File: src/rtl/mips_pkg.sv
// -----------------------------------------------------------------------------
// mips_pkg
// Shared definitions for the instruction fetch path:
//   fetch_state_e    - fetch_unit FSM encoding (IDLE, FETCH, HOLD, DRAIN)
//   pc_src_e         - next-PC source select driven by the control unit
//   RESET_PC_DEFAULT - default first fetch address after reset
// -----------------------------------------------------------------------------
package mips_pkg;

  typedef enum logic [1:0] {
    ST_IDLE  = 2'b00,
    ST_FETCH = 2'b01,
    ST_HOLD  = 2'b10,
    ST_DRAIN = 2'b11
  } fetch_state_e;

  // PC_RSVD behaves exactly like PC_SEQ.
  typedef enum logic [1:0] {
    PC_SEQ  = 2'b00,
    PC_JUMP = 2'b01,
    PC_JR   = 2'b10,
    PC_RSVD = 2'b11
  } pc_src_e;

  localparam logic [31:0] RESET_PC_DEFAULT = 32'h0000_0000;

endpackage : mips_pkg

File: src/rtl/pc_target_calc.sv
// -----------------------------------------------------------------------------
// pc_target_calc
// Combinational redirect decision and target address for a resolving
// control-flow instruction.
//   resolve_valid_i  qualifies all other inputs this cycle
//   branch_i         instruction is a conditional branch
//   cond_zero_i      branch is taken when zero_i equals this value
//   zero_i           ALU zero flag of the resolving instruction
//   pc_src_i         PC_SEQ / PC_JUMP / PC_JR (PC_RSVD acts as PC_SEQ)
//   ex_pc4_i         pc+4 of the resolving instruction
//   ex_imm_i         16-bit branch offset in words
//   ex_target_i      26-bit jump index
//   ex_rs_i          register target for jr
//   redirect_o       fetch must restart at target_o
//   target_o         redirect address (32-bit wrap-around)
// -----------------------------------------------------------------------------
module pc_target_calc
  import mips_pkg::*;
(
  input  logic        resolve_valid_i,
  input  logic        branch_i,
  input  logic        cond_zero_i,
  input  logic        zero_i,
  input  logic [1:0]  pc_src_i,
  input  logic [31:0] ex_pc4_i,
  input  logic [15:0] ex_imm_i,
  input  logic [25:0] ex_target_i,
  input  logic [31:0] ex_rs_i,
  output logic        redirect_o,
  output logic [31:0] target_o
);

  logic        branch_taken;
  logic [31:0] branch_target;

  assign branch_taken  = branch_i && (zero_i == cond_zero_i);
  assign branch_target = ex_pc4_i + {{14{ex_imm_i[15]}}, ex_imm_i, 2'b00};

  // Jumps take priority over a branch that happens to be flagged alongside.
  always_comb begin
    // NOTE: every output of a combinational block gets a default first so
    // no path leaves it unassigned and a latch is never inferred.
    redirect_o = 1'b0;
    target_o   = branch_target;
    case (pc_src_e'(pc_src_i))
      PC_JUMP: begin
        redirect_o = resolve_valid_i;
        target_o   = {ex_pc4_i[31:28], ex_target_i, 2'b00};
      end
      PC_JR: begin
        redirect_o = resolve_valid_i;
        target_o   = ex_rs_i;
      end
      default: begin
        redirect_o = resolve_valid_i && branch_taken;
        target_o   = branch_target;
      end
    endcase
  end

endmodule : pc_target_calc

File: src/rtl/fetch_unit.sv
// -----------------------------------------------------------------------------
// fetch_unit
// Instruction fetch stage: issues word requests to instruction memory, keeps
// the IF/ID register (instr/pcPlus4/instrValid) and redirects on resolved
// jumps and taken branches. A one-entry skid buffer absorbs the word that
// returns while decode is stalled.
//   clk, rst                  clock, asynchronous active-high reset
//   imemReq/imemAddr          memory request and word address
//   imemReady/imemData        read completion and returned word
//   stall                     decode cannot accept; IF/ID holds
//   resolveValid, Branch, condZero, zero, pcSrc,
//   exPc4, exImm, exTarget, exRs  redirect information from execute
//   instr, opcode, funct, pcPlus4, instrValid   IF/ID outputs
// -----------------------------------------------------------------------------
module fetch_unit
  import mips_pkg::*;
#(
  parameter logic [31:0] RESET_PC = RESET_PC_DEFAULT
) (
  input  logic        clk,
  input  logic        rst,
  output logic        imemReq,
  output logic [31:0] imemAddr,
  input  logic        imemReady,
  input  logic [31:0] imemData,
  input  logic        stall,
  input  logic        resolveValid,
  input  logic        Branch,
  input  logic        condZero,
  input  logic        zero,
  input  logic [1:0]  pcSrc,
  input  logic [31:0] exPc4,
  input  logic [15:0] exImm,
  input  logic [25:0] exTarget,
  input  logic [31:0] exRs,
  output logic [31:0] instr,
  output logic [5:0]  opcode,
  output logic [5:0]  funct,
  output logic [31:0] pcPlus4,
  output logic        instrValid
);

  fetch_state_e state_q, state_d;
  logic [31:0]  pc_q, pc_d;
  logic [31:0]  drain_addr_q, drain_addr_d;
  logic [31:0]  instr_q, instr_d;
  logic [31:0]  pc4_q, pc4_d;
  logic         valid_q, valid_d;
  logic [31:0]  skid_instr_q, skid_instr_d;
  logic [31:0]  skid_pc4_q, skid_pc4_d;

  logic         redirect;
  logic [31:0]  target;

  pc_target_calc u_target (
    .resolve_valid_i (resolveValid),
    .branch_i        (Branch),
    .cond_zero_i     (condZero),
    .zero_i          (zero),
    .pc_src_i        (pcSrc),
    .ex_pc4_i        (exPc4),
    .ex_imm_i        (exImm),
    .ex_target_i     (exTarget),
    .ex_rs_i         (exRs),
    .redirect_o      (redirect),
    .target_o        (target)
  );

  always_comb begin
    state_d      = state_q;
    pc_d         = pc_q;
    drain_addr_d = drain_addr_q;
    instr_d      = instr_q;
    pc4_d        = pc4_q;
    valid_d      = valid_q;
    skid_instr_d = skid_instr_q;
    skid_pc4_d   = skid_pc4_q;
    imemReq      = 1'b0;

    case (state_q)
      ST_IDLE: begin
        state_d = ST_FETCH;
        if (redirect) pc_d = target;
      end

      ST_FETCH: begin
        imemReq = 1'b1;
        if (redirect) begin
          // Whatever is in flight or in IF/ID is wrong-path now.
          pc_d    = target;
          valid_d = 1'b0;
          if (!imemReady) begin
            // Memory still owes us a word for the old address; keep
            // presenting it until it arrives, then throw it away.
            drain_addr_d = pc_q;
            state_d      = ST_DRAIN;
          end
        end else if (imemReady) begin
          pc_d = pc_q + 32'd4;
          if (!valid_q || !stall) begin
            instr_d = imemData;
            pc4_d   = pc_q + 32'd4;
            valid_d = 1'b1;
          end else begin
            skid_instr_d = imemData;
            skid_pc4_d   = pc_q + 32'd4;
            state_d      = ST_HOLD;
          end
        end else if (!stall) begin
          // Decode took the current word and no new one arrived.
          valid_d = 1'b0;
        end
      end

      ST_HOLD: begin
        if (redirect) begin
          pc_d    = target;
          valid_d = 1'b0;
          state_d = ST_FETCH;
        end else if (!stall) begin
          instr_d = skid_instr_q;
          pc4_d   = skid_pc4_q;
          valid_d = 1'b1;
          state_d = ST_FETCH;
        end
      end

      ST_DRAIN: begin
        imemReq = 1'b1;
        if (redirect) pc_d = target;
        if (imemReady) state_d = ST_FETCH;
      end

      default: state_d = ST_IDLE;
    endcase
  end

  // NOTE: state registers use non-blocking assignments so every flop samples
  // the pre-edge value of every other flop, independent of block ordering.
  always_ff @(posedge clk or posedge rst) begin
    if (rst) begin
      state_q      <= ST_IDLE;
      pc_q         <= RESET_PC;
      drain_addr_q <= RESET_PC;
      instr_q      <= '0;
      pc4_q        <= '0;
      valid_q      <= 1'b0;
      // NOTE: the skid buffer is a plain register pair, not a RAM, so it is
      // cleared with everything else and never exposes stale data.
      skid_instr_q <= '0;
      skid_pc4_q   <= '0;
    end else begin
      state_q      <= state_d;
      pc_q         <= pc_d;
      drain_addr_q <= drain_addr_d;
      instr_q      <= instr_d;
      pc4_q        <= pc4_d;
      valid_q      <= valid_d;
      skid_instr_q <= skid_instr_d;
      skid_pc4_q   <= skid_pc4_d;
    end
  end

  assign imemAddr   = (state_q == ST_DRAIN) ? drain_addr_q : pc_q;
  assign instr      = instr_q;
  assign opcode     = instr_q[31:26];
  assign funct      = instr_q[5:0];
  assign pcPlus4    = pc4_q;
  assign instrValid = valid_q;

endmodule : fetch_unit

File: config.mk
export PLATFORM = sky130hd
export DESIGN_NAME = fetch_unit
export DESIGN_NICKNAME = d
export VERILOG_FILES = /design/src/rtl/mips_pkg.sv /design/src/rtl/pc_target_calc.sv /design/src/rtl/fetch_unit.sv
export SDC_FILE = /design/constraint.sdc
export NUM_CORES = 1
export LEC_CHECK = 0
export BUFFER_PORTS_ARGS = -buffer_cell sky130_fd_sc_hd__buf_2
export CAP_MARGIN = 10
export CORE_MARGIN = 5
export CORE_UTILIZATION = 55
export CTS_CLUSTER_SIZE = 10
export DETAILED_ROUTE_END_ITERATION = 16
export GPL_ROUTABILITY_DRIVEN = 0
export PLACE_DENSITY = 0.78
export SYNTH_ARGS = -nofsm -noshare
export SYNTH_HDL_FRONTEND = slang
export SYNTH_HIERARCHICAL = 1
export SYNTH_SLANG_ARGS = --single-unit
File: constraint.sdc
create_clock -name clk -period 7.3 [get_ports clk]
set_input_delay 0.73 -clock clk [delete_from_list [all_inputs] [get_ports clk]]
set_output_delay 0.73 -clock clk [all_outputs]
set_load 0.02 [all_outputs]
Word level (Yosys, flattened, before mapping)
Cells that the tools add are included.
{"block": "totals", "word_cells": 83, "output_inout_bits": 110, "register_bits": 195, "inputBits": 148}
{"block": "classes", "addsub": 2, "muxes": 35, "bitwise": 3, "n_reduce_logical": 16, "n_eq_ne": 19}
{"op": "$mux W32", "n": 14}
{"op": "$pmux W32 S2", "n": 4}
{"op": "$add A32 B3 Y32 const B", "n": 1}
{"op": "$add A32 B32 Y32", "n": 1}
{"op": "$mux W2", "n": 7}
{"op": "$ne A2 B2 Y1 const B", "n": 6}
{"op": "$ne A3 B3 Y1 const B", "n": 4}
{"op": "$mux W1", "n": 8}
{"op": "$ne A4 B4 Y1 const B", "n": 2}
{"op": "$pmux W2 S4", "n": 1}
{"op": "$reduce_and A4 Y1", "n": 2}
{"op": "$eq A2 B2 Y1 const B", "n": 3}
{"op": "$reduce_and A6 Y1", "n": 1}
{"op": "$reduce_and A5 Y1", "n": 1}
{"op": "$eq A2 B1 Y1 const B", "n": 2}
{"op": "$reduce_or A2 Y1", "n": 2}
{"op": "$not A1 Y1", "n": 3}
{"op": "$reduce_and A3 Y1", "n": 1}
{"op": "$reduce_or A3 Y1", "n": 1}
{"op": "$logic_and A1 B1 Y1", "n": 2}
{"op": "$logic_not A1 Y1", "n": 2}
{"op": "$logic_not A2 Y1", "n": 1}
{"op": "$ne A2 B1 Y1 const B", "n": 1}
{"op": "$pmux W1 S2", "n": 1}
{"op": "4 further kinds", "n": 4}

Longest topological paths before layout
Gate-level depths: netlist (run 1).
{"block": "logic_depth", "ltp_word": 6, "mapped_depth": 13, "mapped_depth_nobuf": 11}

Modules after synthesis
The synthesis (run 1) kept the hierarchy.
{"module": "fetch_unit", "n_inst": 1, "area_each_um2": 9360.2, "seq_area_each_um2": 4879.7, "cells_each": 1004}
{"module": "pc_target_calc", "n_inst": 1, "area_each_um2": 2179.6, "seq_area_each_um2": 0.0, "cells_each": 316}

Least setup slack after synthesis (run 1)
No wires, ideal clock.
{"block": "synth_path", "path_type": "input to register", "startpoint": "input pcSrc[0]", "endpoint": "register drain_addr_q[10]", "stages": 10, "n_path_buf": 4, "path_slack_ns": 3.975, "setup_ns": 0.125, "required_ns": 7.175, "t_arrival_ns": 3.201, "path_cell_list": "inv_1 > ha_1 > clkbuf_1 > clkbuf_1 > buf_1 > a21boi_0 > inv_1 > nor3b_1 > clkbuf_1 > mux2_2"}
{"block": "synth_between", "elab_chain_len": 4, "elab_cells_between_ends": 5, "cone_classes": "eq/ne: 2; mux: 1; reduce/logical: 2"}
{"item": "from (decl)", "line": "fetch_unit.sv:31", "text": "input logic [1:0] pcSrc,"}
{"item": "$eq A2 B1 Y1 / $eq A2 B2 Y1 (equally long branches)", "line": "pc_target_calc.sv:45", "text": "case (pc_src_e'(pc_src_i))"}
{"item": "$reduce_or A2 Y1 (no source line) *"}
{"item": "$mux W1 *", "line": "pc_target_calc.sv:45"}
{"item": "named net redirect", "line": "fetch_unit.sv:52", "text": "logic redirect;"}
{"item": "$reduce_and A3 Y1 (no source line) *"}
{"item": "to (signal assigned)", "line": "fetch_unit.sv:155", "text": "drain_addr_q <= drain_addr_d;"}
{"item": "to (decl)", "line": "fetch_unit.sv:45", "text": "logic [31:0] drain_addr_q, drain_addr_d;"}
The timed path passes the listed nets; every way through them passes the cells marked *.
A chain may end at the register's enable or synchronous reset.

Worst setup path after layout (run 1)
{"block": "layout_path", "startpoint": "input exPc4[2]", "endpoint": "register pc_q[26]"}
{"block": "layout_between", "elab_chain_len": 4, "elab_cells_between_ends": 5, "cone_classes": "add/sub: 1; mux: 4"}
{"item": "from (decl)", "line": "fetch_unit.sv:32", "text": "input logic [31:0] exPc4,"}
{"item": "$add A32 B32 Y32 *", "line": "pc_target_calc.sv:37", "text": "assign branch_target = ex_pc4_i + {{14{ex_imm_i[15]}}, ex_imm_i, 2'b00};"}
{"item": "$pmux W32 S2 *", "line": "pc_target_calc.sv:45"}
{"item": "named net target[26]", "line": "fetch_unit.sv:53", "text": "logic [31:0] target;"}
{"item": "$mux W32 (on tied branches)"}
{"item": "$pmux W32 S2 *", "line": "fetch_unit.sv:80", "text": "case (state_q)"}
{"item": "to (signal assigned)", "line": "fetch_unit.sv:154", "text": "pc_q <= pc_d;"}
{"item": "to (decl)", "line": "fetch_unit.sv:44", "text": "logic [31:0] pc_q, pc_d;"}
The timed path passes the listed nets; every way through them passes the cells marked *. The select of a mux whose other input is x is not followed.

==> results.ini, run 1 <==
[critical_path]
end_kind=flip-flop
path_buf_inv=1
cpMaxStageDelayCell=a2111o_1
path_max_fanout=4
path_cells=buf_2 -> ha_1 -> fa_1 -> a21o_1 -> a221oi_2 -> o211ai_2 -> a21oi_2 -> o21ai_1 -> a2111o_1 -> o311a_1 -> nand2_1 -> o21ai_0
arrival_ps=3330
worstPathRequired_ps=7600
reg2reg_from=state_q[0]
critPathTopFamily=compound AO/OA/AOI/OAI gates
slowest_delay_ps=450
start_kind=input port
rrSetupSlack_ps=4460
reg2reg_to=pcPlus4[18]
worstSetupPathType=in -> reg
r2r_cells=6

[sta]
hold_violations=0
maxSlewHeadroom=0.281
fin_crit_sh=0.415
drv_slew=0
worst_slew_pin_slew_ps=1080
layout_setup_ws_ps=4270
layout_min_cycle_time_ps=3030
setup_violations=0
setup_tns_ps=0
grt_setup_unrepaired=false
clock_skew_ps=8.33
fmaxAchievable_mhz=330

[run_status]
status=complete, no violations

[clocking]
holdBufCountCts=0
cts_buffers=17
worstSkewPairLatency_ps=440
cts_resized=0
clock_sinks=195
cts_root_buf=clkbuf_16
cts_max_path_buffers=2
cts_max_level=4
cts_tree=built
cts.clk_slew.worst_paths_ps=70
cts_setup_buffers=0

[finish]
final_layout_size_suffix_gt1_frac=0.262
fin_nets=1676
diodes=0
syn_to_final_growth_pct=16.5

[synthesis]
ys_ff_latch=195
synth_nets=1501
synth_top_area_cell=dfrtp_1
yosysTopAreaCellShare=0.423
syn-mean-instance-area_sq_um=8.74
yosysSeqAreaShare=0.423
synth-edff-count=0
syn_inst=1320
synth_cell_types=72
syn-cell-area_sq_um=11500
yosysWarnings=6
ys.flop_type=dfrtp_1
synth_area_leaders=dfrtp_1, nand2_1, mux2_2
synth_async_sr_flop_share=1.00

[floorplanning]
placeableCoreArea_sq_um=20800
die_h_um=155
pin_count=258
die-area_sq_um=24000
rows=53
die_w_um=155
start_util=0.554

[route]
drc_errors=0
drt_pass1_iterations=5
antenna_left=0
drt_iter0_drc=665
vias=10228
wirelength_um=31100
vias_per_cell=5.74
wire_per_inst_um=17.4

[grt]
grt_pass1_wl_um=50600
grt_pass1_vias=9979
grtUsageTotal=0.256
grt_max_degree=129
grt.overflow.total=0
antenna_found_initial=0

[power_and_ir_drop]
power.density_nw_per_um2=350
cellLeakagePower_nw=6.20
peakVddDrop_mv=0.167

[placed_design]
hpwl_um=22100
detailedPlace.worstSlack_ps=3860
port_buffers=257

[min_path]
hp-class=in -> async

[job]
maxCapViolCount=0

[where the power goes]
part	internal, mW	switching (mW)	total, mW	leakage, nW
clock	0.566	0.421	0.987	0.305
sequential	1.55	0.338	1.89	2.37
combinational	0.717	1.11	1.82	3.52
[layout make-up]
class,count,area [sq um]
Clock buffer,20,457
Clock inverter,12,169
Fill cell,1724,7380
Inverter,14,60.1
Multi-Input combinational cell,1000,6170
Sequential cell,195,4880
Tap cell,275,344
Timing Repair Buffer,267,1360
[flip-flops by register name, indices dropped and copies added, names as in the netlist]
name	count
drain_addr_q	32
state_q	2
pcPlus4	32
skid_instr_q	32
pc_q	32
instr	32
skid_pc4_q	32
instrValid	1
[cells in the mapped netlist, types with 3 or more instances]
master / n
a21o_1: 13
nand4_1: 20
buf_2: 14
ha_1: 32
o21ai_0: 78
o21bai_1: 5
nand2_1: 286
a22oi_1: 3
clkbuf_1: 75
o22ai_1: 3
xor2_1: 39
inv_1: 14
mux2_2: 66
clkbuf_2: 3
o21ai_1: 5
a21oi_1: 71
buf_4: 12
o211ai_1: 12
or3_1: 3
or2_2: 5
nand2b_1: 3
dfrtp_1: 195
nor2b_1: 8
a221o_1: 4
and2_1: 10
a22o_1: 4
and3_1: 10
nor3_1: 20
and4_1: 5
a31oi_1: 42
nor2_1: 94
nor4_1: 6
a211oi_1: 9
xnor2_1: 37
a221oi_1: 25
buf_1: 7
o21a_1: 5
o31ai_1: 3
nand3_1: 31
[layer usage]
| layer | global-route usage | share of wire |
|---|---|---|
| met5 | 0 | 0 |
| met4 | 0.0887 | 0.027 |
| met3 | 0.0456 | 0.078 |
| met2 | 0.423 | 0.47 |
| met1 | 0.341 | 0.42 |
[worst max-delay path by stage]
stage | start | to | cells after the start
finish | exPc4[2] | pc_q[26] | 12
CTS | exPc4[2] | pc_q[26] | 12
detailed placement | exPc4[2] | pc_q[26] | 12
floorplan | rst | drain_addr_q[0] | 1
global placement | exPc4[2] | pc_q[26] | 12
global route | pcSrc[0] | pcPlus4[23] | 9
[through the flow]
| step | utilization | total power [mW] | std cells | area [sq um] | hold slack [ps] |
|---|---|---|---|---|---|
| 2_1_floorplan | - | 3.15 | 1320 | 11500 | 441 |
| 3_3_place_gp | 0.615 | 3.65 | 1751 | 12800 | 453 |
| 3_5_place_dp | 0.615 | 3.73 | 1751 | 12800 | 462 |
| 4_1_cts | 0.645 | 4.72 | 1783 | 13400 | 478 |
| 5_1_grt | 0.645 | 4.99 | 1783 | 13400 | 494 |
| 6_report | 0.645 | 4.70 | 1783 | 13400 | 471 |
[cells by family after synthesis]
| family | after synthesis | synth area share |
|---|---|---|
| XOR/XNOR | 76 | 0.0577 |
| AND/OR/NAND/NOR | 517 | 0.201 |
| adder cells (fa/ha/maj) | 33 | 0.0364 |
| AO/OA/AOI/OAI | 306 | 0.170 |
| buffers and inverters | 125 | 0.0464 |
| multiplexers | 68 | 0.0661 |
| flip-flops | 195 | 0.423 |
[cells in the final DEF, fill, tap and decap left out, types with 9 or more instances in the layout]
| cell type | n |
|---|---|
| nand3_1 | 31 |
| nor2_1 | 93 |
| ha_1 | 31 |
| buf_4 | 10 |
| mux2_2 | 66 |
| a21oi_1 | 71 |
| a31oi_1 | 42 |
| xor2_1 | 39 |
| o211ai_1 | 12 |
| dfrtp_1 | 195 |
| nand4_1 | 20 |
| a211oi_1 | 9 |
| and3_1 | 10 |
| clkbuf_16 | 17 |
| o21ai_0 | 78 |
| a221oi_1 | 25 |
| xnor2_1 | 37 |
| inv_1 | 13 |
| nand2_1 | 285 |
| and2_1 | 10 |
| nor3_1 | 19 |
| a21o_1 | 13 |
| buf_2 | 257 |
(Power assumes the default switching activity.)
==> run 2: changes to the inputs <==
--- a/config.mk
+++ b/config.mk
@@ -8,11 +8,11 @@
 export BUFFER_PORTS_ARGS = -buffer_cell sky130_fd_sc_hd__buf_2
 export CAP_MARGIN = 10
 export CORE_MARGIN = 5
-export CORE_UTILIZATION = 55
+export CORE_UTILIZATION = 50
 export CTS_CLUSTER_SIZE = 10
 export DETAILED_ROUTE_END_ITERATION = 16
 export GPL_ROUTABILITY_DRIVEN = 0
-export PLACE_DENSITY = 0.78
+export PLACE_DENSITY = 0.75
 export SYNTH_ARGS = -nofsm -noshare
 export SYNTH_HDL_FRONTEND = slang
 export SYNTH_HIERARCHICAL = 1
==> constraint.sdc (replaced) <==
create_clock -name clk -period 2.7 [get_ports clk]
set_input_delay 0.27 -clock clk [delete_from_list [all_inputs] [get_ports clk]]
set_output_delay 0.27 -clock clk [all_outputs]
set_load 0.02 [all_outputs]
==> results.ini, run 2 (synthesis gave the netlist of run 1 again) <==
[job]
maxCapViolCount=0  ; unchanged

[grt]
grt_pass1_wl_um=51000  ; was 50,600 um
grt.overflow.total=0  ; unchanged
grt_pass1_vias=9935  ; was 9,979
grtUsageTotal=0.237  ; was 0.256
antenna_found_initial=0  ; unchanged
grt_max_degree=132  ; was 129

[clocking]
cts.clk_slew.worst_paths_ps=70  ; about the same
clock_sinks=195  ; unchanged
holdBufCountCts=0  ; unchanged
cts_tree=built  ; unchanged
cts_setup_buffers=0  ; unchanged
cts_buffers=17  ; unchanged
cts_max_path_buffers=2  ; unchanged
cts_resized=0  ; unchanged
cts_max_level=4  ; unchanged
worstSkewPairLatency_ps=430  ; was 440 ps
cts_root_buf=clkbuf_16  ; unchanged

[route]
drc_errors=0  ; unchanged
wirelength_um=31400  ; was 31,100 um
antenna_left=0  ; unchanged
drt_pass1_iterations=6  ; was 5
drt_iter0_drc=845  ; was 665
vias_per_cell=5.62  ; was 5.74
vias=10259  ; was 10,228
wire_per_inst_um=17.2  ; was 17.4 um

[floorplanning]
pin_count=258  ; unchanged
placeableCoreArea_sq_um=22700  ; was 20,800 sq um
die_w_um=162  ; was 155 um
rows=55  ; was 53
start_util=0.508  ; was 0.554
die-area_sq_um=26200  ; was 24,000 sq um
die_h_um=162  ; was 155 um

[sta]
worst_slew_pin_slew_ps=796  ; was 1080 ps
fin_crit_sh=0.912
hold_violations=0  ; unchanged
setup_violations=0  ; unchanged
layout_min_cycle_time_ps=2460
grt_setup_unrepaired=false  ; unchanged
fin_hold_ws_ps=32.0  ; was 471 ps
fmaxAchievable_mhz=406
maxSlewHeadroom=0.469  ; was 0.281
drv_slew=0  ; unchanged
clock_skew_ps=10.5  ; was 8.33 ps

[critical_path]
arrival_ps=2760  ; was 3330 ps
worstSetupPathType=in -> reg  ; unchanged
path_cells=buf_2 -> ha_1 -> fa_1 -> a21o_1 -> a221oi_2 -> buf_4 -> o211ai_2 -> a21oi_2 -> o21ai_1 -> a2111o_1 -> o311a_1 -> nand2_1 -> o21ai_0  ; was buf_2 -> ha_1 -> fa_1 -> a21o_1 -> a221oi_2 -> o211ai_2 -> a21oi_2 -> o21ai_1 -> a2111o_1 -> o311a_1 -> nand2_1 -> o21ai_0
reg2reg_from=pc_q[3]  ; was state_q[0]
worstPathRequired_ps=3000  ; was 7600 ps
r2r_cells=7  ; was 6
rrSetupSlack_ps=330  ; was 4460 ps
path_depth=13  ; was 12
crit_start=exPc4[2]  ; unchanged
critPathTopFamily=compound AO/OA/AOI/OAI gates  ; unchanged
path_buf_inv=2  ; was 1
cpMaxStageDelayCell=a2111o_1  ; unchanged
reg2reg_to=pcPlus4[30]  ; was pcPlus4[18]
slowest_delay_ps=450  ; about the same
end_kind=flip-flop  ; unchanged
path_max_fanout=3  ; was 4
start_kind=input port  ; unchanged

[finish]
fillers=1999  ; was 1,724
final_cells=1824  ; was 1,783
final_layout_size_suffix_gt1_frac=0.276  ; was 0.262
layout_commonest_cell=nand2_1  ; unchanged
diodes=0  ; unchanged
fin_nets=1708  ; was 1,676
final_cell_mix=nand2_1, buf_2, dfrtp_1  ; unchanged
final_core_util=0.603  ; was 0.645
syn_to_final_growth_pct=18.7  ; was 16.5%
final_cell_area_sq_um=13700  ; was 13,400 sq um

[placed_design]
hpwl_um=23000  ; was 22,100 um
dpl_cell_area_sq_um=13100  ; was 12,800 sq um
port_buffers=257  ; unchanged
dpl.cell_count=1793  ; was 1,751

[min_path]
hp-class=in -> async  ; unchanged

[power_and_ir_drop]
peakVddDrop_mv=0.456  ; was 0.167 mV
cellLeakagePower_nw=6.35  ; was 6.20 nW
power.density_nw_per_um2=923  ; was 350 nW/um^2

[run_status]
status=complete, no violations  ; unchanged

-- run 2: through the flow --
step | TNS, ps | setup WS (ps) | power (mW)
global placement | -122 | -122 | 10.0
floorplan | -17350 | -88.4 | 8.52
global route | 0 | 132 | 13.5
CTS | 0 | 265 | 12.7
detailed placement | -227 | -197 | 10.2
finish | 0 | 239 | 12.6
-- run 2: metal layers --
metal	GRT usage	part of all wire	routed length, um	vias to the layer above
met1	0.325	0.45	14100	4787
met2	0.382	0.46	14400	389
li1	-	-	-	5034
met4	0.0757	0.021	669	0
met3	0.0464	0.071	2240	49
met5	0	0	0	-
-- run 2: how the worst max path moves through the flow --
stage / to
after global routing: pcPlus4[29]
final: pc_q[26]
after detailed placement: pc_q[26]
after CTS: pc_q[26]
after floorplan: drain_addr_q[0]
after global placement: pc_q[26]
-- run 2: power by group --
group	total (mW)	internal (mW)	leakage (nW)	switching, mW
clock network	2.51	1.42	0.285	1.09
registers	5.04	4.19	2.37	0.853
logic	5.09	2.03	3.70	3.06
total	12.6	7.64	6.35	5.01
-- run 2: tightest hold or removal path: stages --
cell,delay (ps)
buf_2,110
clkinvlp_4,80
buf_12,470
-- run 2: cell type report --
class / instances / area (sq um) / share of cell area
clock buffer: 21 / 460 / 0.0336
clock inverter: 10 / 121 / 0.00886
inverter: 14 / 56.3 / 0.00411
multi-input combinational: 1000 / 6170 / 0.451
sequential: 195 / 4880 / 0.356
tap: 285 / 357 / 0.0260
timing repair buffer: 299 / 1650 / 0.121
